`src/rtl/fifo_pkg.sv`:
```
// ----------------------------------------------------------------------------
// fifo_pkg
//   Shared definitions for the fifo_fwft_sync slice: default geometry, the
//   occupancy-counter width formula and the per-cycle transfer encoding.
// ----------------------------------------------------------------------------
package fifo_pkg;

  localparam int DEFAULT_DATA_W = 8;
  localparam int DEFAULT_DEPTH  = 16;

  // Per-cycle transfer kind, encoded as {pop, push} so it can be built by a
  // plain cast of the two handshake strobes.
  typedef enum logic [1:0] {
    OP_NONE = 2'b00,
    OP_PUSH = 2'b01,
    OP_POP  = 2'b10,
    OP_BOTH = 2'b11
  } fifo_op_e;

  // Occupancy runs 0..DEPTH inclusive, so it needs one bit more than a pointer.
  function automatic int count_w(input int addr_w);
    return addr_w + 1;
  endfunction

endpackage

```
`src/rtl/fifo_mem.sv`:
```
// ----------------------------------------------------------------------------
// fifo_mem
//   DEPTH x DATA_W register array with one synchronous write port and one
//   asynchronous (combinational) read port. Contents are not reset.
//
// Ports
//   clk    in   clock, rising edge
//   we     in   write enable
//   waddr  in   write address  [ADDR_W-1:0]
//   wdata  in   write data     [DATA_W-1:0]
//   raddr  in   read address   [ADDR_W-1:0]
//   rdata  out  read data      [DATA_W-1:0], follows raddr combinationally
// ----------------------------------------------------------------------------
module fifo_mem
  import fifo_pkg::*;
#(
  parameter  int DATA_W = DEFAULT_DATA_W,
  parameter  int DEPTH  = DEFAULT_DEPTH,
  localparam int ADDR_W = $clog2(DEPTH)
) (
  input  logic              clk,
  input  logic              we,
  input  logic [ADDR_W-1:0] waddr,
  input  logic [DATA_W-1:0] wdata,
  input  logic [ADDR_W-1:0] raddr,
  output logic [DATA_W-1:0] rdata
);

  logic [DATA_W-1:0] mem [DEPTH];

  // NOTE: the array deliberately has no reset; every readable entry is written
  // before the pointers let it be read, and a reset here would stop the array
  // mapping onto plain storage cells.
  always_ff @(posedge clk) begin
    if (we) begin
      mem[waddr] <= wdata;
    end
  end

  assign rdata = mem[raddr];

endmodule

```
`src/rtl/fifo_fwft_sync.sv`:
```
// ----------------------------------------------------------------------------
// fifo_fwft_sync
//   Synchronous first-word-fall-through FIFO with valid/ready handshake on
//   both sides, registered occupancy count, full/empty flags and a
//   synchronous flush. The head entry is presented on rd_data with no read
//   latency; a word pushed on edge N is visible in cycle N+1.
//
// Configuration
//   FIFO_ERR_FLAGS_EN  when defined, adds sticky overflow/underflow outputs.
//
// Parameters
//   DATA_W  data width in bits (>= 1)
//   DEPTH   number of entries, power of two, >= 2
//
// Ports
//   clk        in   clock, rising edge
//   rst_n      in   asynchronous active-low reset
//   flush      in   synchronous clear of pointers, count and error flags
//   wr_valid   in   producer has data
//   wr_ready   out  FIFO can accept data (= !full)
//   wr_data    in   write data
//   rd_valid   out  head entry valid (= !empty)
//   rd_ready   in   consumer takes head
//   rd_data    out  head entry, 0 while empty
//   count      out  occupancy 0..DEPTH
//   full       out  count == DEPTH
//   empty      out  count == 0
//   overflow   out  sticky: write attempted while full   (FIFO_ERR_FLAGS_EN)
//   underflow  out  sticky: read attempted while empty   (FIFO_ERR_FLAGS_EN)
// ----------------------------------------------------------------------------
module fifo_fwft_sync
  import fifo_pkg::*;
#(
  parameter  int DATA_W = DEFAULT_DATA_W,
  parameter  int DEPTH  = DEFAULT_DEPTH,
  localparam int ADDR_W = $clog2(DEPTH),
  localparam int CNT_W  = count_w(ADDR_W)
) (
  input  logic              clk,
  input  logic              rst_n,
  input  logic              flush,
  input  logic              wr_valid,
  output logic              wr_ready,
  input  logic [DATA_W-1:0] wr_data,
  output logic              rd_valid,
  input  logic              rd_ready,
  output logic [DATA_W-1:0] rd_data,
  output logic [CNT_W-1:0]  count,
  output logic              full,
`ifdef FIFO_ERR_FLAGS_EN
  output logic              overflow,
  output logic              underflow,
`endif
  output logic              empty
);

  localparam logic [CNT_W-1:0] FULL_COUNT = CNT_W'(DEPTH);

  logic [ADDR_W-1:0] wr_ptr;
  logic [ADDR_W-1:0] rd_ptr;
  logic [CNT_W-1:0]  count_q;
  logic [CNT_W-1:0]  count_next;
  logic [DATA_W-1:0] mem_rdata;
  logic              push;
  logic              pop;
  fifo_op_e          op;

  // Flags come only from the registered count, so wr_ready/rd_valid never
  // depend combinationally on wr_valid or rd_ready.
  assign full     = (count_q == FULL_COUNT);
  assign empty    = (count_q == '0);
  assign wr_ready = !full;
  assign rd_valid = !empty;
  assign count    = count_q;

  assign push = wr_valid & wr_ready;
  assign pop  = rd_valid & rd_ready;
  assign op   = fifo_op_e'({pop, push});

  // NOTE: count_next gets its default before the case so that every path
  // assigns it and no latch is inferred.
  always_comb begin
    count_next = count_q;
    case (op)
      OP_PUSH: count_next = count_q + 1'b1;
      OP_POP:  count_next = count_q - 1'b1;
      default: count_next = count_q;
    endcase
  end

  // NOTE: state registers use non-blocking assignments so every flop samples
  // the pre-edge values regardless of statement order.
  always_ff @(posedge clk or negedge rst_n) begin
    if (!rst_n) begin
      wr_ptr  <= '0;
      rd_ptr  <= '0;
      count_q <= '0;
    end else if (flush) begin
      wr_ptr  <= '0;
      rd_ptr  <= '0;
      count_q <= '0;
    end else begin
      if (push) wr_ptr <= wr_ptr + 1'b1;
      if (pop)  rd_ptr <= rd_ptr + 1'b1;
      count_q <= count_next;
    end
  end

  // Flush drops the write in the same cycle; mem contents are otherwise kept.
  fifo_mem #(
    .DATA_W (DATA_W),
    .DEPTH  (DEPTH)
  ) u_mem (
    .clk   (clk),
    .we    (push & !flush),
    .waddr (wr_ptr),
    .wdata (wr_data),
    .raddr (rd_ptr),
    .rdata (mem_rdata)
  );

  // Stale array contents must never leak out while the FIFO is empty.
  assign rd_data = empty ? '0 : mem_rdata;

`ifdef FIFO_ERR_FLAGS_EN
  // Observation only: these flags never gate the datapath.
  always_ff @(posedge clk or negedge rst_n) begin
    if (!rst_n) begin
      overflow  <= 1'b0;
      underflow <= 1'b0;
    end else if (flush) begin
      overflow  <= 1'b0;
      underflow <= 1'b0;
    end else begin
      if (wr_valid && !wr_ready) overflow  <= 1'b1;
      if (rd_ready && !rd_valid) underflow <= 1'b1;
    end
  end
`endif

endmodule

```
`config.mk`:
```
export PLATFORM = sky130hd
export DESIGN_NAME = fifo_fwft_sync
export DESIGN_NICKNAME = d
export VERILOG_FILES = /design/src/rtl/fifo_pkg.sv /design/src/rtl/fifo_mem.sv /design/src/rtl/fifo_fwft_sync.sv
export SDC_FILE = /design/constraint.sdc
export NUM_CORES = 1
export LEC_CHECK = 0
export CORE_AREA = 2 2 90 135
export CTS_CLUSTER_SIZE = 14
export DETAILED_ROUTE_END_ITERATION = 12
export DIE_AREA = 0 0 92 137
export HOLD_SLACK_MARGIN = 0.08
export MAX_ROUTING_LAYER = met4
export PLACE_DENSITY = 0.74
export SYNTH_ARGS = -nofsm -noshare
export SYNTH_HDL_FRONTEND = slang
export SYNTH_HIERARCHICAL = 1
export SYNTH_SLANG_ARGS = --single-unit
```
`constraint.sdc`:
```
create_clock -name clk -period 2.7 [get_ports clk]
set_input_delay 0.54 -clock clk [delete_from_list [all_inputs] [get_ports clk]]
set_output_delay 0.54 -clock clk [all_outputs]
set_load 0.02 [all_outputs]
```
==> flow_summary.yaml, run 1 <==
run_status:
  outcome: "finished with violations"
  violations: "negative setup slack"
sta:
  finalClockSkew_ns: 0.00880
  final.period_utilization_pct: 102
  tns_ns: -0.164
  period_needed_ns: 2.76
  fin_hold_ws_ns: 0.519
  timing.final.ws_setup_ns: -0.0550
  final_hold_viol_count: 0
  relSlewSlack_pct: 58.0
  worstMarginPinSlew_ns: 0.628
  setup_viol: 5
  final_max_slew_viol_count: 0
  rsz_0062_raised_after_global_routing: "yes"
  fmaxAchievable_mhz: 363
floorplan:
  start_util_pct: 52.5
  die_h_um: 137
  die-width_um: 92
  rows: 48
  core-area_sq_um: 11400
  number_of_i_o_pins: 30
  design.die.area_sq_um: 12600
logic_synthesis:
  synth-seq-cells: 141
  synthDominantAreaCellType: "sky130_fd_sc_hd__edfxtp_1"
  postSynthAreaPerCell_sq_um: 18.1
  synthesis.nets: 349
  yosysWarningCount: 6
  syn_area_sq_um: 5990
  synthTopCellsByArea: "sky130_fd_sc_hd__edfxtp_1 64%, sky130_fd_sc_hd__mux4_2 6.8%, sky130_fd_sc_hd__mux4_1 6.1%, sky130_fd_sc_hd__dfrtp_1 5.4%, sky130_fd_sc_hd__a22oi_1 2.0%"
  post_synth_inst_count: 332
  synth_top_area_share_pct: 64.1
  dominantRegCellSynth: "sky130_fd_sc_hd__edfxtp_1"
  yosys_cell_types: 48
  yosysSeqAreaShare_pct: 69.6
  asyncSetResetFlopFracSynth_pct: 9.22
  synth_enable_flop_cells: 128
route:
  post_drt_via_cell_ratio: 5.86
  drt-total-wl_um: 12900
  first_iter_violations: 338
  drtPass1Iterations: 4
  remaining_drc_errors: 0
  routed-via-count: 3391
  antenna_violating_nets_post_route: 0
  routedWlPerCell_um: 22.3
pwr:
  power.switching_mw: 2.04
  internal-power_mw: 5.17
  static-leakage-power_nw: 2.64
  switching_share_pct: 28.2
  power.combinational.fraction_pct: 29.1
  p_seq_share_pct: 35.4
  power.density_nw_per_um2: 964
  power.clock.fraction_pct: 35.5
  worst_ir_drop_vdd_mv: 0.541
clocking:
  worst_skew_pair.late_latency_ns: 0.42
  clockRootBuffer: "sky130_fd_sc_hd__clkbuf_16"
  tritoncts_clock_tree: "built"
  htree_levels: 4
  cts_buffers: 17
  clk_pin_slew_ns: 0.05
  cts-root-to-sink-buffers: 2
  tritoncts_num_sinks: 141
critical_path:
  critical-path-max-stage-delay_ns: 0.51
  timing.critical_path.from_type: "flip-flop"
  worst_setup_path_end_kind: "primary output"
  crit_type: "flip-flop to primary output"
  critical_path.top_delay_family: "multiplexers"
  cp_slowest_cell: "sky130_fd_sc_hd__mux4_2"
  cp_max_fo: 12
  worst-path-stages: 7
  cp_cell_sequence: "buf_12 -> buf_6 -> mux4_2 -> a22oi_2 -> nand2_1 -> nor2b_1 -> buf_4"
  worst-endpoint-arrival_ns: 2.22
  worst_reg2reg_path_length_in_cells: 8
  critPathBufInv: 3
  worst_endpoint_required_time_ns: 2.16
global_route:
  global_route_wire_length_before_repair_um: 19900
  grt-ovfl-total: 0
  antenna_found_initial: 0
  first_global_vias: 3537
  grt_max_degree: 20
  grt.total_usage_pct: 22.9
cells_and_area:
  post-route-util_pct: 65.5
  drive_above_1_share_pct: 34.3
  antenna-diode-count: 0
  nets: 433
  design_area_sq_um: 7470
  area_delta_synth_final_pct: 24.7
  fillCellCount: 775
place:
  portBuffers: 29
  hpwl_um: 8290
  gp_weighted_congestion: 0.844
  postPlaceCellArea_sq_um: 6720
min_path:
  hold_path.class: "input pin to async pin"
run:
  maxcap_violations: 0
-- Yosys cell counts (all sizes together), types with 3 or more instances --
master	instances
edfxtp	128
mux4	32
nor2	28
a22oi	16
dfrtp	13
nand2	13
nor2b	13
buf	10
a21oi	6
clkbuf	5
nor3	5
o211ai	5
o21ai	5
xor2	5
ha	4
inv	4
mux2	4
clkdlybuf4s25	3
mux2i	3
nand2b	3
or4	3
-- path summary, 6_finish.rpt --
| path | from | to | slack [ns] |
|---|---|---|---|
| setup / recovery | rd_ptr[0]$_DFFE_PN0P_ | rd_data[4] | -0.06 |
| hold / removal | rst_n | count[0]$_DFFE_PN0P_ | 0.52 |
| setup reg to reg | count[2]$_DFFE_PN0P_ | count[4]$_DFFE_PN0P_ | 0.09 |
| hold reg to reg | wr_ptr[3]$_DFFE_PN0P_ | wr_ptr[3]$_DFFE_PN0P_ | 0.61 |
| max in group asynchronous | rst_n | count[2]$_DFFE_PN0P_ | 1.74 |
| min in group clk | wr_ptr[3]$_DFFE_PN0P_ | wr_ptr[3]$_DFFE_PN0P_ | 0.61 |
-- cells in the final DEF, fill, tap and decap left out, types with 8 or more instances in the layout --
cell type,synthesis,routed
sky130_fd_sc_hd__nor2b_1,13,13
sky130_fd_sc_hd__dfrtp_1,13,10
sky130_fd_sc_hd__nand2_1,13,13
sky130_fd_sc_hd__clkdlybuf4s50_1,0,18
sky130_fd_sc_hd__mux4_2,18,24
sky130_fd_sc_hd__buf_4,1,50
sky130_fd_sc_hd__nor2_1,28,26
sky130_fd_sc_hd__a22oi_2,0,10
sky130_fd_sc_hd__edfxtp_1,128,128
sky130_fd_sc_hd__mux4_1,14,8
sky130_fd_sc_hd__clkbuf_16,0,17
-- what timing repair did --
action / CTS / global route
endpoints found under the hold margin: 0 / 0
endpoints found under the setup margin: 11 / 12
gates resized for setup: 41 / 14
gates cloned: 0 / 0
setup buffers: 4 / 8
pin swaps: 5 / 0
hold buffers: 0 / 0
-- state kept, by name, indices dropped and copies added, names as in the netlist --
signal     count
count          5
rd_ptr         4
u_mem/mem    128
wr_ptr         4
-- cells by family after synthesis --
logic type      share of synthesized area, %
flops                                   69.6
simple gates                            7.08
mux                                     14.2
compound gates                          4.82
buf+inv                                 2.46
xor+xnor                                1.02
fa+ha+maj                              0.835
-- metal layers --
metal  share of wire (%)  track usage, %
met4                 2.3            12.8
met2                  56            38.9
met3                 6.1            4.63
met5                   0               -
met1                  36            25.3
-- through the flow --
step / setup slack [ns] / power [mW] / cells
2_1_floorplan: -0.0573 / 3.89 / 332
3_3_place_gp: -0.00332 / 4.57 / 535
3_5_place_dp: -0.0298 / 4.59 / 535
4_1_cts: -0.153 / 7.16 / 571
5_1_grt: -0.144 / 7.48 / 579
6_report: -0.0550 / 7.21 / 579
-- power by group through the flow --
stage          registers [mW]  logic, mW  clock network, mW
2_1_floorplan            2.62       1.27                  0
3_3_place_gp             2.59       1.98                  0
3_5_place_dp             2.59       2.00                  0
4_1_cts                  2.55       2.01               2.60
5_1_grt                  2.56       2.24               2.68
6_report                 2.55       2.10               2.56
-- final cells by class --
cell class | count | area, sq um | area share [%]
flip-flops and latches | 141 | 4170 | 55.8
multi-input cells | 169 | 1740 | 23.3
clock inverters | 15 | 231 | 3.10
repair buffers | 83 | 703 | 9.41
clock buffers | 17 | 425 | 5.69
inverters | 4 | 15.0 | 0.201
well taps | 150 | 188 | 2.51
-- worst reg2reg max path: cells and delay by family (launching register included) --
| kind | cells | cell delay (ns) |
|---|---|---|
| xor+xnor | 1 | 0.15 |
| fa+ha+maj | 1 | 0.26 |
| simple gates | 4 | 1.14 |
| compound gates | 1 | 0.29 |
| mux | 1 | 0.27 |
| flops | 1 | 0.42 |
Note: power is estimated with default switching activity, not from simulation.
==> run 2, diff against run 1 <==
--- a/config.mk
+++ b/config.mk
@@ -5,7 +5,9 @@
 export SDC_FILE = /design/constraint.sdc
 export NUM_CORES = 1
 export LEC_CHECK = 0
+export ABC_CLOCK_PERIOD_IN_PS = 2700
 export CORE_AREA = 2 2 90 135
+export CTS_CLUSTER_DIAMETER = 80
 export CTS_CLUSTER_SIZE = 14
 export DETAILED_ROUTE_END_ITERATION = 12
 export DIE_AREA = 0 0 92 137
==> results of run 2 <==
Same layout as run 1: the final DEF is identical, and so are final timing and power.
